**src/rtl/snes_mem_pkg.sv**
```systemverilog
// Shared SDRAM-side types: ROM write word and the writer FSM encoding.
package snes_mem_pkg;

  localparam int ROM_AW = 24;

  typedef struct packed {
    logic [ROM_AW-2:0] addr;
    logic [15:0]       data;
  } rom_wr_t;

  typedef enum logic {
    W_IDLE = 1'b0,
    W_WAIT = 1'b1
  } wr_state_e;

endpackage

```
**src/rtl/sync_fifo_1clk.sv**
```systemverilog
// Single-clock FIFO with first-word-fall-through read (rdata is the head entry).
// Handshake: a push is accepted when not full or when a pop happens in the
// same cycle; a pop is accepted when not empty.
module sync_fifo_1clk #(
  parameter int WIDTH = 8,
  parameter int DEPTH = 4,
  localparam int CW   = $clog2(DEPTH + 1)
) (
  input  logic             clk,
  input  logic             reset,
  input  logic             push,
  input  logic [WIDTH-1:0] wdata,
  input  logic             pop,
  output logic [WIDTH-1:0] rdata,
  output logic             full,
  output logic             empty,
  output logic [CW-1:0]    count
);

  localparam int PW = $clog2(DEPTH);

  logic [WIDTH-1:0] mem_q [DEPTH];
  logic [PW-1:0]    wr_ptr_q, wr_ptr_d;
  logic [PW-1:0]    rd_ptr_q, rd_ptr_d;
  logic [CW-1:0]    count_q, count_d;
  logic             do_push, do_pop;

  // Next pointers and occupancy; simultaneous push and pop leaves count unchanged.
  always_comb begin
    do_pop   = pop && (count_q != '0);
    do_push  = push && ((count_q != CW'(DEPTH)) || do_pop);
    wr_ptr_d = do_push ? wr_ptr_q + PW'(1) : wr_ptr_q;
    rd_ptr_d = do_pop  ? rd_ptr_q + PW'(1) : rd_ptr_q;
    count_d  = count_q + CW'(do_push) - CW'(do_pop);
  end

  // Pointer and count state.
  always_ff @(posedge clk) begin
    if (reset) begin
      wr_ptr_q <= '0;
      rd_ptr_q <= '0;
      count_q  <= '0;
    end else begin
      wr_ptr_q <= wr_ptr_d;
      rd_ptr_q <= rd_ptr_d;
      count_q  <= count_d;
    end
  end

  // Storage array; contents need no reset because count gates visibility.
  always_ff @(posedge clk) begin
    if (do_push) mem_q[wr_ptr_q] <= wdata;
  end

  assign rdata = mem_q[rd_ptr_q];
  assign full  = (count_q == CW'(DEPTH));
  assign empty = (count_q == '0);
  assign count = count_q;

endmodule

```
**src/rtl/rom_download_writer.sv**
```systemverilog
// Loader byte stream -> 16-bit little-endian words -> FIFO -> toggle req/ack
// SDRAM writes. A write is outstanding while rom_req != rom_req_ack; rom_addr
// and rom_din stay stable from the req toggle until the matching ack.
module rom_download_writer
  import snes_mem_pkg::*;
#(
  parameter int FIFO_DEPTH = 4,
  parameter int AW         = ROM_AW
) (
  input  logic          clk,
  input  logic          reset,
  input  logic          ioctl_download,
  input  logic          ioctl_wr,
  input  logic [AW-1:0] ioctl_addr,
  input  logic [7:0]    ioctl_dout,
  output logic          ioctl_wait,
  output logic [AW-2:0] rom_addr,
  output logic [15:0]   rom_din,
  output logic          rom_we,
  output logic          rom_req,
  input  logic          rom_req_ack,
  output logic [AW-2:0] words_written,
  output logic          done,
  output wr_state_e     dbg_state
);

  localparam int CW = $clog2(FIFO_DEPTH + 1);

  logic          wr_en, dl_rise, dl_fall, ack_match;
  logic [AW-2:0] waddr;
  rom_wr_t       stale, g0, g1, first, second, head;
  logic          g0_v, g1_v, first_v, second_v;
  rom_wr_t       pend_q, pend_d;
  logic          pend_v_q, pend_v_d;
  logic [7:0]    pair_lo_q, pair_lo_d;
  logic [AW-2:0] pair_addr_q, pair_addr_d;
  logic          pair_valid_q, pair_valid_d;
  logic          dl_q, active_q, active_d;
  logic          wait_q, wait_d, done_q, done_d;
  logic          fifo_push, fifo_pop, fifo_full, fifo_empty;
  logic [CW-1:0] fifo_count;
  logic [CW:0]   count_next;
  wr_state_e     state_q;
  logic          rom_req_q, rom_we_q;
  logic [AW-2:0] rom_addr_q, words_written_q;
  logic [15:0]   rom_din_q;

  // Byte pairing: produces up to two words per cycle (g0 then g1, in order).
  always_comb begin
    wr_en        = ioctl_download & ioctl_wr;
    dl_rise      = ioctl_download & ~dl_q;
    dl_fall      = ~ioctl_download & dl_q;
    waddr        = ioctl_addr[AW-1:1];
    stale        = '{addr: pair_addr_q, data: {8'h00, pair_lo_q}};
    g0           = stale;
    g1           = stale;
    g0_v         = 1'b0;
    g1_v         = 1'b0;
    pair_lo_d    = pair_lo_q;
    pair_addr_d  = pair_addr_q;
    pair_valid_d = pair_valid_q;
    if (wr_en && !ioctl_addr[0]) begin
      g0_v         = pair_valid_q;
      pair_lo_d    = ioctl_dout;
      pair_addr_d  = waddr;
      pair_valid_d = 1'b1;
    end else if (wr_en) begin
      pair_valid_d = 1'b0;
      g0_v         = 1'b1;
      if (pair_valid_q && (pair_addr_q == waddr)) begin
        g0 = '{addr: waddr, data: {ioctl_dout, pair_lo_q}};
      end else if (pair_valid_q) begin
        g1_v = 1'b1;
        g1   = '{addr: waddr, data: {ioctl_dout, 8'h00}};
      end else begin
        g0 = '{addr: waddr, data: {ioctl_dout, 8'h00}};
      end
    end else if (dl_fall && pair_valid_q) begin
      g0_v         = 1'b1;
      pair_valid_d = 1'b0;
    end
  end

  // Push arbitration: the one-word pending slot absorbs the second word of a
  // split pair (or a word that found the FIFO full) and drains first.
  always_comb begin
    if (pend_v_q) begin
      first_v  = 1'b1;
      first    = pend_q;
      second_v = g0_v;
      second   = g0;
    end else begin
      first_v  = g0_v;
      first    = g0;
      second_v = g1_v;
      second   = g1;
    end
    ack_match = (rom_req_q == rom_req_ack);
    fifo_pop  = !fifo_empty && ((state_q == W_IDLE) || ack_match);
    fifo_push = first_v && (!fifo_full || fifo_pop);
    if (fifo_push) begin
      pend_v_d = second_v;
      pend_d   = second;
    end else begin
      pend_v_d = first_v;
      pend_d   = first;
    end
    count_next = {1'b0, fifo_count} + (CW+1)'(fifo_push) - (CW+1)'(fifo_pop);
    // A pending word also throttles the loader so the slot never overflows.
    wait_d   = (count_next >= (CW+1)'(FIFO_DEPTH - 1)) || pend_v_d;
    done_d   = active_q && !ioctl_download && fifo_empty && !pair_valid_q &&
               !pend_v_q && (state_q == W_IDLE);
    active_d = ioctl_download ? 1'b1 : (done_d ? 1'b0 : active_q);
  end

  // Pairing, pending slot, throttle and completion state.
  always_ff @(posedge clk) begin
    if (reset) begin
      pair_lo_q    <= '0;
      pair_addr_q  <= '0;
      pair_valid_q <= 1'b0;
      pend_q       <= '0;
      pend_v_q     <= 1'b0;
      dl_q         <= 1'b0;
      active_q     <= 1'b0;
      wait_q       <= 1'b0;
      done_q       <= 1'b0;
    end else begin
      pair_lo_q    <= pair_lo_d;
      pair_addr_q  <= pair_addr_d;
      pair_valid_q <= pair_valid_d;
      pend_q       <= pend_d;
      pend_v_q     <= pend_v_d;
      dl_q         <= ioctl_download;
      active_q     <= active_d;
      wait_q       <= wait_d;
      done_q       <= done_d;
    end
  end

  sync_fifo_1clk #(
    .WIDTH ($bits(rom_wr_t)),
    .DEPTH (FIFO_DEPTH)
  ) u_fifo (
    .clk   (clk),
    .reset (reset),
    .push  (fifo_push),
    .wdata (first),
    .pop   (fifo_pop),
    .rdata (head),
    .full  (fifo_full),
    .empty (fifo_empty),
    .count (fifo_count)
  );

  // Write FSM: pop and req toggle share a cycle; back-to-back issue on ack.
  // During reset rom_req follows rom_req_ack so a late in-flight ack is absorbed.
  always_ff @(posedge clk) begin
    if (reset) begin
      state_q         <= W_IDLE;
      rom_req_q       <= rom_req_ack;
      rom_we_q        <= 1'b0;
      rom_addr_q      <= '0;
      rom_din_q       <= '0;
      words_written_q <= '0;
    end else begin
      if (dl_rise) begin
        words_written_q <= '0;
      end else if ((state_q == W_WAIT) && ack_match) begin
        words_written_q <= words_written_q + 1'b1;
      end
      case (state_q)
        W_IDLE: begin
          if (fifo_pop) begin
            rom_addr_q <= head.addr;
            rom_din_q  <= head.data;
            rom_we_q   <= 1'b1;
            rom_req_q  <= ~rom_req_q;
            state_q    <= W_WAIT;
          end
        end
        W_WAIT: begin
          if (ack_match) begin
            if (fifo_pop) begin
              rom_addr_q <= head.addr;
              rom_din_q  <= head.data;
              rom_req_q  <= ~rom_req_q;
            end else begin
              rom_we_q <= 1'b0;
              state_q  <= W_IDLE;
            end
          end
        end
        default: state_q <= W_IDLE;
      endcase
    end
  end

  assign ioctl_wait    = wait_q;
  assign rom_addr      = rom_addr_q;
  assign rom_din       = rom_din_q;
  assign rom_we        = rom_we_q;
  assign rom_req       = rom_req_q;
  assign words_written = words_written_q;
  assign done          = done_q;
  assign dbg_state     = state_q;

endmodule
```
**config.mk**
```make
export PLATFORM = sky130hd
export DESIGN_NAME = rom_download_writer
export DESIGN_NICKNAME = d
export VERILOG_FILES = /design/src/rtl/snes_mem_pkg.sv /design/src/rtl/sync_fifo_1clk.sv /design/src/rtl/rom_download_writer.sv
export SDC_FILE = /design/constraint.sdc
export NUM_CORES = 1
export LEC_CHECK = 0
export CAP_MARGIN = 25
export CORE_MARGIN = 3
export CORE_UTILIZATION = 40
export CTS_BUF_LIST = sky130_fd_sc_hd__clkbuf_4 sky130_fd_sc_hd__clkbuf_8
export DETAILED_ROUTE_END_ITERATION = 16
export PLACE_DENSITY = 0.69
export SYNTH_ARGS = -nofsm -noshare
export SYNTH_HDL_FRONTEND = slang
export SYNTH_SLANG_ARGS = --single-unit
```
**constraint.sdc**
```tcl
create_clock -name clk -period 9 [get_ports clk]
set_input_delay 1.8 -clock clk [delete_from_list [all_inputs] [get_ports clk]]
set_output_delay 1.8 -clock clk [all_outputs]
set_load 0.02 [all_outputs]
```
==> results of run 1 <==
## layout make-up
type	instances	area [um2]
fill	2789	15700
clock buffer	80	963
sequential	306	7700
tap	396	495
timing repair buffer	121	1190
clock inverter	12	118
multi-input combinational	622	4450
inverter	33	124
## logic make-up after synthesis
group | count (synthesis)
flops | 306
fa+ha+maj | 12
buf+inv | 93
mux | 111
simple gates | 299
xor+xnor | 50
compound gates | 150
## worst max-delay path: cells and delay by family
kind,cells,cell delay [ns]
AO/OA/AOI/OAI,1,0.15
XOR/XNOR,1,0.16
AND/OR/NAND/NOR,3,0.79
multiplexers,2,0.49
buffers and inverters,2,1.08
## cells in the final DEF, fill, tap and decap left out, types with 32 or more instances in the layout
cell and n:
nor2_1 46, edfxtp_1 157, a21oi_1 81, dfxtp_1 146, clkbuf_8 58, inv_1 32
nand2_1 196, xnor2_1 32, mux2i_1 72, clkdlybuf4s50_1 102, mux4_2 39
## registers in the layout, summed over array words and instances, names as in the netlist, named ones only
| register | flops |
|---|---|
| active_q | 1 |
| u_fifo.mem_q | 156 |
| pend_v_q | 1 |
| u_fifo.count | 3 |
| u_fifo.rd_ptr_q | 2 |
| rom_din | 16 |
| rom_addr | 23 |
| dl_q | 1 |
| pair_lo_q | 8 |
| pair_valid_q | 1 |
| dbg_state | 1 |
| rom_we | 1 |
| pair_addr_q | 23 |
| done | 1 |
| ioctl_wait | 1 |
| pend_q | 39 |
| rom_req | 1 |
| u_fifo.wr_ptr_q | 2 |
| words_written | 23 |
## metrics by stage
step,setup WS (ns),instance area [um2]
2_1_floorplan,4.86,12500
5_1_grt,4.61,15000
3_5_place_dp,4.23,14000
4_1_cts,4.80,15000
3_3_place_gp,4.20,13900
6_report,4.78,15000
## path summary, 6_finish.rpt
kind	slack, ns	endpoint	startpoint	depth (start not counted)
hold / removal	0.45	rom_din[0]	rom_din[0]	2
setup reg to reg	6.15	u_fifo.mem_q[1][25]	pend_v_q	6
setup / recovery	4.78	u_fifo.mem_q[2][16]	ioctl_addr[1]	9
hold reg to reg	0.45	rom_din[0]	rom_din[0]	2
## metal layers
layer / part of all wire, % / GRT usage (%)
met5: 0 / 0
met3: 6.2 / 2.86
met1: 45 / 23.9
met2: 47 / 28.5
met4: 1.9 / 5.06
## power by group
group	total, mW	switching (mW)	internal (mW)	leakage (nW)
sequential	1.68	0.0980	1.58	2.64
clock	1.28	0.541	0.738	0.584
combinational	0.897	0.496	0.401	1.73
total	3.86	1.13	2.72	4.95
==> summary.txt, run 1 <==
Route
  – DR vias/cell: between 5 and 6
  – Routed Antenna Nets: 0
  – Routed WL: between 20 and 30 mm
  – DRT iter0 DRCs: between 600 and 700
  – Post-DR wirelength/cell: 18.6 um
  – DR pass1 iterations: 5
  – Drt drc: 0
  – DR vias: ~8000

Global route
  – Initial antenna violation count: 0
  – First-pass GRT wire length: around 46 mm
  – Total gr overflow: 0
  – Number of global-route vias before repair: between 8000 and 9000
  – GRT Overall Usage: roughly 17%
  – Largest net degree at the start of global routing: 59

Synth
  – Mux cell area share after synthesis: 12.7%
  – Average cell area after synthesis: approximately 12 um2
  – Post-Synth Adder-Cell Area: 1.32%
  – Post-synth top cells: 196 x nand2_1, 157 x edfxtp_1, 149 x dfxtp_1, 81 x a21oi_1, 72 x mux2i_1
  – Top post-synthesis cells by area: edfxtp_1 38%, dfxtp_1 24%, mux4_2 7.0%
  – Synth Warn #: 0
  – Register bit total from synthesis: 306
  – Synth top area share: between 30% and 40%
  – Mapped Cells: 1021
  – Predominant post-synthesis flop cell: edfxtp_1
  – Synth cell types: 44
  – Post-synthesis sequential area ratio: slightly above 60%
  – Ys async rst share: 0%
  – Count leader, synth: nand2_1
  – Mapped Area: between 0.01 and 0.015 mm2
  – Syn_nets: around 1100
  – Synth Area in XOR/XNOR: ~3.5%
  – Area leader, netlist: edfxtp_1
  – Number of synthesized flops with an enable pin: between 150 and 200
  – Largest family of logic cells by synthesized area: multiplexers
  – Post-synthesis simple-gate area fraction: between 10% and 20%
  – Synth Area in Compound Gates: 7.74%

Floorplan
  – Die area: between 0.03 and 0.04 mm2
  – Die width: ~180 um
  – Io pins: 104
  – Core area: roughly 0.031 mm2
  – Die Ht: 183 um
  – Row count: between 60 and 70
  – Initial Util: 40.8%

STA
  – Final Hold Viols: 0
  – Final min period: between 4 and 5 ns
  – Final setup viols: 0
  – Tcrit/Tclk final: 46.9%
  – Fmax: about 240 MHz
  – Final max-slew violation count: 0
  – Slew @ Worst Pin: 0.872 ns
  – Setup TNS: 0 ns
  – Slew HR: around two fifths
  – Clock skew: between 0.03 and 0.04 ns
  – Worst Hold Margin: 0.452 ns
  – Unrepaired setup endpoints after global routing: false

Placement
  – Dpl hpwl: approximately 18 mm
  – IO Port Bufs: 103
  – Placer Congestion: slightly below 0.8
  – Cell total after placement: 1478

Clocking
  – Clk_lat worst skew: 0.58 ns
  – CTS Buf Count: 49
  – Post-CTS Resized: 0
  – Hold_buf cts: 0
  – Maximum clock path buffer count: 3
  – CTS tree: done
  – H-tree level count: 2
  – # Post-CTS Setup Buffers: 0
  – CTS sink count: slightly above 300
  – Clock root buffer: clkbuf_8
  – Clock transition at path regs: about 0.06 ns

Critical path
  – Crit-path most repeated cell: mux2i_1
  – Crit path required time: 9.28 ns
  – Worst setup EP type: flip-flop
  – CP Launch Type: input port
  – Critical Path, Cell by Cell: clkdlybuf4s50_1 > xnor2_1 > nand4_1 > nor4_4 > nand2_2 > a21oi_4 > buf_4 > mux2i_1 > mux2i_1
  – Critical path's slowest cell: clkdlybuf4s50_1
  – Worst Setup Path Type: input port to flip-flop
  – Max incr delay on CP: roughly 0.56 ns
  – Worst-path maximum fanout: 32
  – CP arrival: ~4.5 ns

Cells and area
  – Fin cells: ~1600
  – Area Growth Syn to Fin: 19.9%
  – Fin nets: approximately 1200
  – Final core occ: between 40% and 50%
  – ANT cells: 0
  – Share of layout cells above drive strength 1: roughly 14%

Hold path
  – Hold Path Class: flip-flop to flip-flop

Status
  – Status: completed

Job
  – Max-Cap Viols: 0

Pwr
  – Power density over the cells: ~260 mW/mm2
  – Pwr Total: about 3.9 mW
  – Static leakage: between 4 and 5 nW
  – Peak supply drop: ~0.00019 V
No activity file was read; power rests on OpenSTA's default activity.
==> inputs of run 2 (changes only) <==
--- a/config.mk
+++ b/config.mk
@@ -10,7 +10,7 @@
 export CORE_UTILIZATION = 40
 export CTS_BUF_LIST = sky130_fd_sc_hd__clkbuf_4 sky130_fd_sc_hd__clkbuf_8
 export DETAILED_ROUTE_END_ITERATION = 16
-export PLACE_DENSITY = 0.69
+export PLACE_DENSITY = 0.71
 export SYNTH_ARGS = -nofsm -noshare
 export SYNTH_HDL_FRONTEND = slang
 export SYNTH_SLANG_ARGS = --single-unit
==> constraint.sdc (replaced) <==
create_clock -name clk -period 3.6 [get_ports clk]
set_input_delay 0.72 -clock clk [delete_from_list [all_inputs] [get_ports clk]]
set_output_delay 0.72 -clock clk [all_outputs]
set_load 0.02 [all_outputs]
==> run 2 against run 1 <==
Against the previous run:
- worst hold slack gained 0.0030 ns
- largest power group unchanged
- clock-buffer cell count shrank 1
- highest routed layer is now met5
- routed wire length shrank 0.76%
==> summary.txt, run 2 (synthesis gave the netlist of run 1 again) <==
Cells and area
  – Share of layout cells above drive strength 1: 14.5%
  – Fin cells: 1581
  – Fin nets: around 1200
  – Most frequent cells in the layout: 196 x nand2_1, 157 x edfxtp_1, 146 x dfxtp_1
  – Most flop-heavy register: u_fifo.mem_q
  – Max reg flops: 156
  – Most common cell after layout, fill and taps aside: nand2_1
  – Largest registers: u_fifo.mem_q (156), pend_q (39)
  – Area Growth Syn to Fin: 20.5%
  – ANT cells: 0

Job
  – Max-Cap Viols: 0

Clocking
  – Maximum clock path buffer count: 3
  – Clk_lat worst skew: ~0.58 ns
  – # Post-CTS Setup Buffers: 0
  – H-tree level count: 2
  – Hold_buf cts: 0
  – CTS Buf Count: 50
  – Clock transition at path regs: ~0.050 ns
  – CTS tree: done
  – Post-CTS Resized: 0
  – CTS sink count: around 300
  – Clock root buffer: clkbuf_8

Critical path
  – Worst-case reg-to-reg path depth: 8
  – Worst-path maximum fanout: 25
  – Critical path's slowest cell: clkdlybuf4s50_1
  – Worst Setup Path Type: input port to flip-flop
  – Worst reg2reg path endpoint: u_fifo.mem_q[1][11]
  – Max incr delay on CP: about 0.47 ns
  – Reg-to-reg slack, setup: 1.01 ns
  – Critical Path, Cell by Cell: clkdlybuf4s50_1 > xnor2_1 > nand4_1 > nor4_4 > nand2_2 > a21oi_4 > buf_12 > nand2_1 > o21ai_0
  – CP arrival: between 3 and 4 ns
  – Worst setup EP type: flip-flop
  – Crit path required time: just under 4 ns
  – Reg-to-reg critical path startpoint: pair_addr_q[0]
  – CP Launch Type: input port

Hold path
  – Beginning of the worst hold path: rom_din[4]
  – Worst hold path cell count: 2
  – Hold Path Class: flip-flop to flip-flop
  – Worst Hold End: rom_din[4]

Global route
  – Met3 Usage GRT: roughly 3.7%
  – M2 GR Usage: between 20% and 30%
  – Number of global-route vias before repair: between 8000 and 9000
  – Top Usage Layer GRT: met2
  – GRT Overall Usage: between 10% and 20%
  – Initial antenna violation count: 1
  – GRT met1 Usage: around a quarter
  – Total gr overflow: 0
  – First-pass GRT wire length: about 46 mm
  – Largest net degree at the start of global routing: 42

STA
  – Fmax: ~350 MHz
  – Final min period: 2.88 ns
  – Unrepaired setup endpoints after global routing: false
  – Final setup viols: 0
  – Final Hold Viols: 0
  – Slew @ Worst Pin: a little under 0.7 ns
  – Slew HR: 54.2%
  – Final max-slew violation count: 0
  – Tcrit/Tclk final: roughly four fifths
  – Clock skew: between 0.03 and 0.04 ns
  – Setup ws final: 0.723 ns
  – Setup TNS: 0 ns

Pwr
  – Net Switching: about 2.9 mW
  – Switching Share: between 20% and 30%
  – Internal power: just under 7 mW
  – Static leakage: 4.98 nW
  – Part of the power in registers: approximately 44%
  – Comb power frac: between 20% and 30%
  – Peak supply drop: about 0.00036 V
  – Clock power share: ~32%
  – Power density over the cells: approximately 630 mW/mm2

Floorplan
  – Die width: around 180 um
  – Initial Util: about 41%
  – Row count: 64
  – Io pins: around 100
  – Die Ht: 183 um
  – Die area: ~0.034 mm2
  – Core area: 0.0307 mm2

Route
  – Routed Antenna Nets: 0
  – DR vias/cell: about 5.2
  – DR vias: around 8300
  – DR pass1 iterations: 7
  – Drt drc: 0
  – Post-DR wirelength/cell: 18.3 um
  – Routed WL: just under 30 mm
  – DRT iter0 DRCs: slightly above 600

Placement
  – IO Port Bufs: 103
  – Cell total after placement: approximately 1500
  – Post-Place Worst Slack: ~0.2 ns
  – Dpl hpwl: 18.3 mm
  – Placer Congestion: approximately 0.76

Status
  – Status: completed
## run 2: cell count changes in the layout (fill, tap and decap cells not counted), sizes merged
cell | before | now
clkinv | 9 | 12
inv | 34 | 33
clkinvlp | 0 | 2
clkbuf | 80 | 79
bufinv | 2 | 1
buf | 19 | 28
## run 2: routing by layer
layer,share of wire (%),vias up
met4,1.7,2
met1,45,4040
met5,0.045,-
li1,-,3926
met2,47,260
met3,6.3,49
## run 2: stage by stage
stage | utilization [%] | cell area, um2 | power, mW | hold WS (ns)
6_report | 49.1 | 15100 | 9.58 | 0.455
5_1_grt | 49.1 | 15100 | 10.1 | 0.476
4_1_cts | 49.1 | 15100 | 9.72 | 0.455
3_5_place_dp | 45.7 | 14100 | 6.61 | 0.448
3_3_place_gp | 45.7 | 14000 | 6.55 | 0.442
2_1_floorplan | - | 12500 | 5.65 | 0.433
## run 2: area by class of cell
class                   count  area, um2
clock buffers              79        943
clock inverters            15        103
fillers                  2735      15600
inverters                  33        124
multi-input cells         622       4450
flip-flops and latches    306       7700
well taps                 396        495
repair buffers            130       1290
## run 2: worst max-delay path, delay by kind of cell
kind / cells / cell delay, ns
xor+xnor: 1 / 0.25
simple gates: 4 / 0.86
buf+inv: 2 / 0.71
compound gates: 2 / 0.61
## run 2: how the worst max path moves through the flow
stage,start,end,depth (start not counted)
6_report,ioctl_addr[1],u_fifo.mem_q[1][11],9
3_5_place_dp,ioctl_addr[1],u_fifo.mem_q[0][11],9
2_1_floorplan,rom_req_ack,ioctl_wait,13
5_1_grt,ioctl_addr[1],u_fifo.mem_q[0][11],9
4_1_cts,ioctl_addr[1],u_fifo.mem_q[1][11],9
3_3_place_gp,ioctl_addr[1],u_fifo.mem_q[1][11],9
## run 2: power groups by stage
stage / logic (mW) / clock network (mW) / registers [mW]
after CTS: 2.37 / 3.17 / 4.19
after floorplan: 1.25 / 0 / 4.40
after detailed placement: 2.35 / 0 / 4.26
after global placement: 2.26 / 0 / 4.30
after global routing: 2.54 / 3.35 / 4.22
final: 2.32 / 3.09 / 4.18
==> inputs of run 3 (changes only) <==
==> constraint.sdc (replaced) <==
create_clock -name clk -period 2.5 [get_ports clk]
set_input_delay 0.5 -clock clk [delete_from_list [all_inputs] [get_ports clk]]
set_output_delay 0.5 -clock clk [all_outputs]
set_load 0.02 [all_outputs]
==> run 3 against run 2 <==
Against the previous run:
- flip-flop and latch count did not move
- non-clock buffer count rose by 53
- worst hold slack got worse by 0.16 ns
- sequential power rose by 42%
- highest routed layer unchanged
- clock-buffer cell count fell by 3
- setup slack got worse by 0.72 ns
- global-route usage rose by 0.052 points
- clock power rose by 40%
- utilization rose by 2.4 points
- combinational power rose by 54%
- first-iteration DRC count rose by 2.0%
- final cell count rose by 3.5%
==> summary.txt, run 3 (synthesis gave the netlist of run 1 again) <==
Hold path
  – Hold Path Class: input port to flip-flop
  – Beginning of the worst hold path: ioctl_addr[11]

Clocking
  – CTS sink count: around 310
  – CTS Buf Count: 51
  – Clk_lat worst skew: about 0.58 ns
  – H-tree level count: 2
  – Hold_buf cts: 0
  – CTS tree: done
  – Clock transition at path regs: around 0.060 ns
  – Maximum clock path buffer count: 3
  – Clock root buffer: clkbuf_8

Global route
  – Largest net degree at the start of global routing: 78
  – Initial antenna violation count: 1
  – First-pass GRT wire length: 46.2 mm
  – Total gr overflow: 0
  – GRT Overall Usage: about 17%
  – Number of global-route vias before repair: approximately 8500

Cells and area
  – Fin nets: approximately 1200
  – Most flop-heavy register: u_fifo.mem_q
  – Max reg flops: ~160
  – Most frequent cells in the layout: 196 x nand2_1, 157 x edfxtp_1, 143 x dfxtp_1
  – Fin cells: roughly 1600
  – Share of layout cells above drive strength 1: between 20% and 30%
  – Fillers: 2660
  – Most common cell after layout, fill and taps aside: nand2_1
  – Largest registers: u_fifo.mem_q (156), pend_q (39)
  – Area Growth Syn to Fin: 26.4%
  – Finished Cell Area: around 0.016 mm2
  – ANT cells: 0

Floorplan
  – Row count: 64
  – Initial Util: between 40% and 50%
  – Core area: slightly above 0.03 mm2
  – Die width: about 180 um
  – Io pins: around 100
  – Die Ht: 183 um
  – Die area: 0.0335 mm2

STA
  – Slew HR: 53.5%
  – Unrepaired setup endpoints after global routing: true
  – Final setup viols: 0
  – Final max-slew violation count: 0
  – Clock skew: between 0.03 and 0.04 ns
  – Setup TNS: 0 ns
  – Final Hold Viols: 0
  – Tcrit/Tclk final: between 90% and 100%
  – Fmax: around 400 MHz
  – Slew @ Worst Pin: 0.698 ns
  – Final min period: 2.50 ns
  – Setup ws final: approximately 0.0019 ns

Critical path
  – Reg-to-reg slack, setup: 0.03 ns
  – Reg-to-reg critical path startpoint: pair_addr_q[17]
  – CP startpoint: ioctl_addr[19]
  – Worst-case reg-to-reg path depth: 10
  – Crit path to: u_fifo.mem_q[3][26]
  – Worst setup EP type: flip-flop
  – Worst Setup Path Type: input port to flip-flop
  – Worst reg2reg path endpoint: u_fifo.mem_q[3][26]
  – CP arrival: between 2 and 3 ns
  – Crit path required time: roughly 2.8 ns
  – Worst-path maximum fanout: 9
  – CP Launch Type: input port

Route
  – DRT iter0 DRCs: roughly 630
  – DR vias: around 8500
  – Routed WL: between 20 and 30 mm
  – Routed Antenna Nets: 0
  – Post-DR wirelength/cell: 18.2 um
  – Drt drc: 0
  – DR pass1 iterations: 5
  – DR vias/cell: approximately 5.2

Pwr
  – Peak supply drop: between 0.0004 and 0.0005 V
  – Static leakage: ~5.4 nW
  – Part of the power in registers: a little over two fifths
  – Power density over the cells: between 800 and 900 mW/mm2
  – Clock power share: between 30 and 40%
  – Switching Share: 30.0%
  – Net Switching: between 4 and 5 mW
  – Comb power frac: 25.8%
  – Internal power: approximately 9.7 mW
  – Pwr Total: between 10 and 15 mW

Placement
  – IO Port Bufs: slightly above 100
  – Post-DP Area: 0.0145 mm2
  – Placer Congestion: between 0.7 and 0.8
  – Post-Place Worst Slack: -0.743 ns
  – Dpl hpwl: between 15 and 20 mm
  – Cell total after placement: roughly 1500

Job
  – Max-Cap Viols: 0

Status
  – Status: completed
## run 3: cell types whose count changed in the layout (fill, tap and decap cells not counted), moves of 4 or more
cell / before / now
mux2i_2: 0 / 20
dlymetal6s2s_1: 0 / 5
o21ai_2: 0 / 4
mux2i_1: 72 / 49
xnor2_2: 0 / 6
o21ai_0: 12 / 5
buf_12: 5 / 16
buf_4: 22 / 62
xnor2_1: 32 / 26
clkdlybuf4s50_1: 102 / 97
## run 3: worst max-delay path, cell delays in order
cell             delay, ns
clkdlybuf4s50_1       0.53
xnor2_1               0.16
nand4_1               0.19
nor4_4                0.37
nand2_2               0.12
a21oi_4               0.15
buf_4                 0.14
buf_12                0.16
mux2i_2               0.30
mux2i_2               0.16
## run 3: stage by stage
stage,hold slack [ns],utilization (%)
6_report,0.291,51.6
5_1_grt,0.275,51.6
4_1_cts,0.278,50.8
3_5_place_dp,0.446,47.3
3_3_place_gp,0.442,47.3
2_1_floorplan,0.433,-
## run 3: cell type report
type | instances | area, um2 | share of cell area, %
flip-flops and latches | 306 | 7700 | 48.6
multi-input cells | 622 | 4640 | 29.3
repair buffers | 183 | 1860 | 11.8
clock buffers | 76 | 921 | 5.81
well taps | 396 | 495 | 3.13
inverters | 33 | 129 | 0.813
clock inverters | 20 | 100 | 0.631
## run 3: how the worst min path moves through the flow
| stage | end | cells after the start |
|---|---|---|
| global placement | pend_q[38] | 2 |
| floorplan | pend_q[16] | 2 |
| finish | pair_addr_q[10] | 3 |
| CTS | pair_lo_q[3] | 2 |
| global route | pair_addr_q[10] | 3 |
| detailed placement | rom_din[0] | 2 |
## run 3: power groups by stage
stage               logic, mW  clock network (mW)  registers (mW)
floorplan                1.86                   0            6.34
global placement         3.53                   0            6.04
detailed placement       3.59                   0            6.05
CTS                      3.61                4.45            5.95
global route             3.91                4.70            5.99
finish                   3.58                4.34            5.94
## run 3: routing by layer
metal  wire length (um)  track usage, %  up-vias
met5                 13               0        -
met4                556            5.48        2
met3               1920            3.75       57
met2              14300            29.3      251
met1              12900            22.6     4178
li1                   -               -     4032
## run 3: repair_timing
action,CTS,global route
resized for setup,10,48
pin swaps,1,7
endpoints found under the setup margin,100,142
gates cloned,0,2
setup buffers,2,3
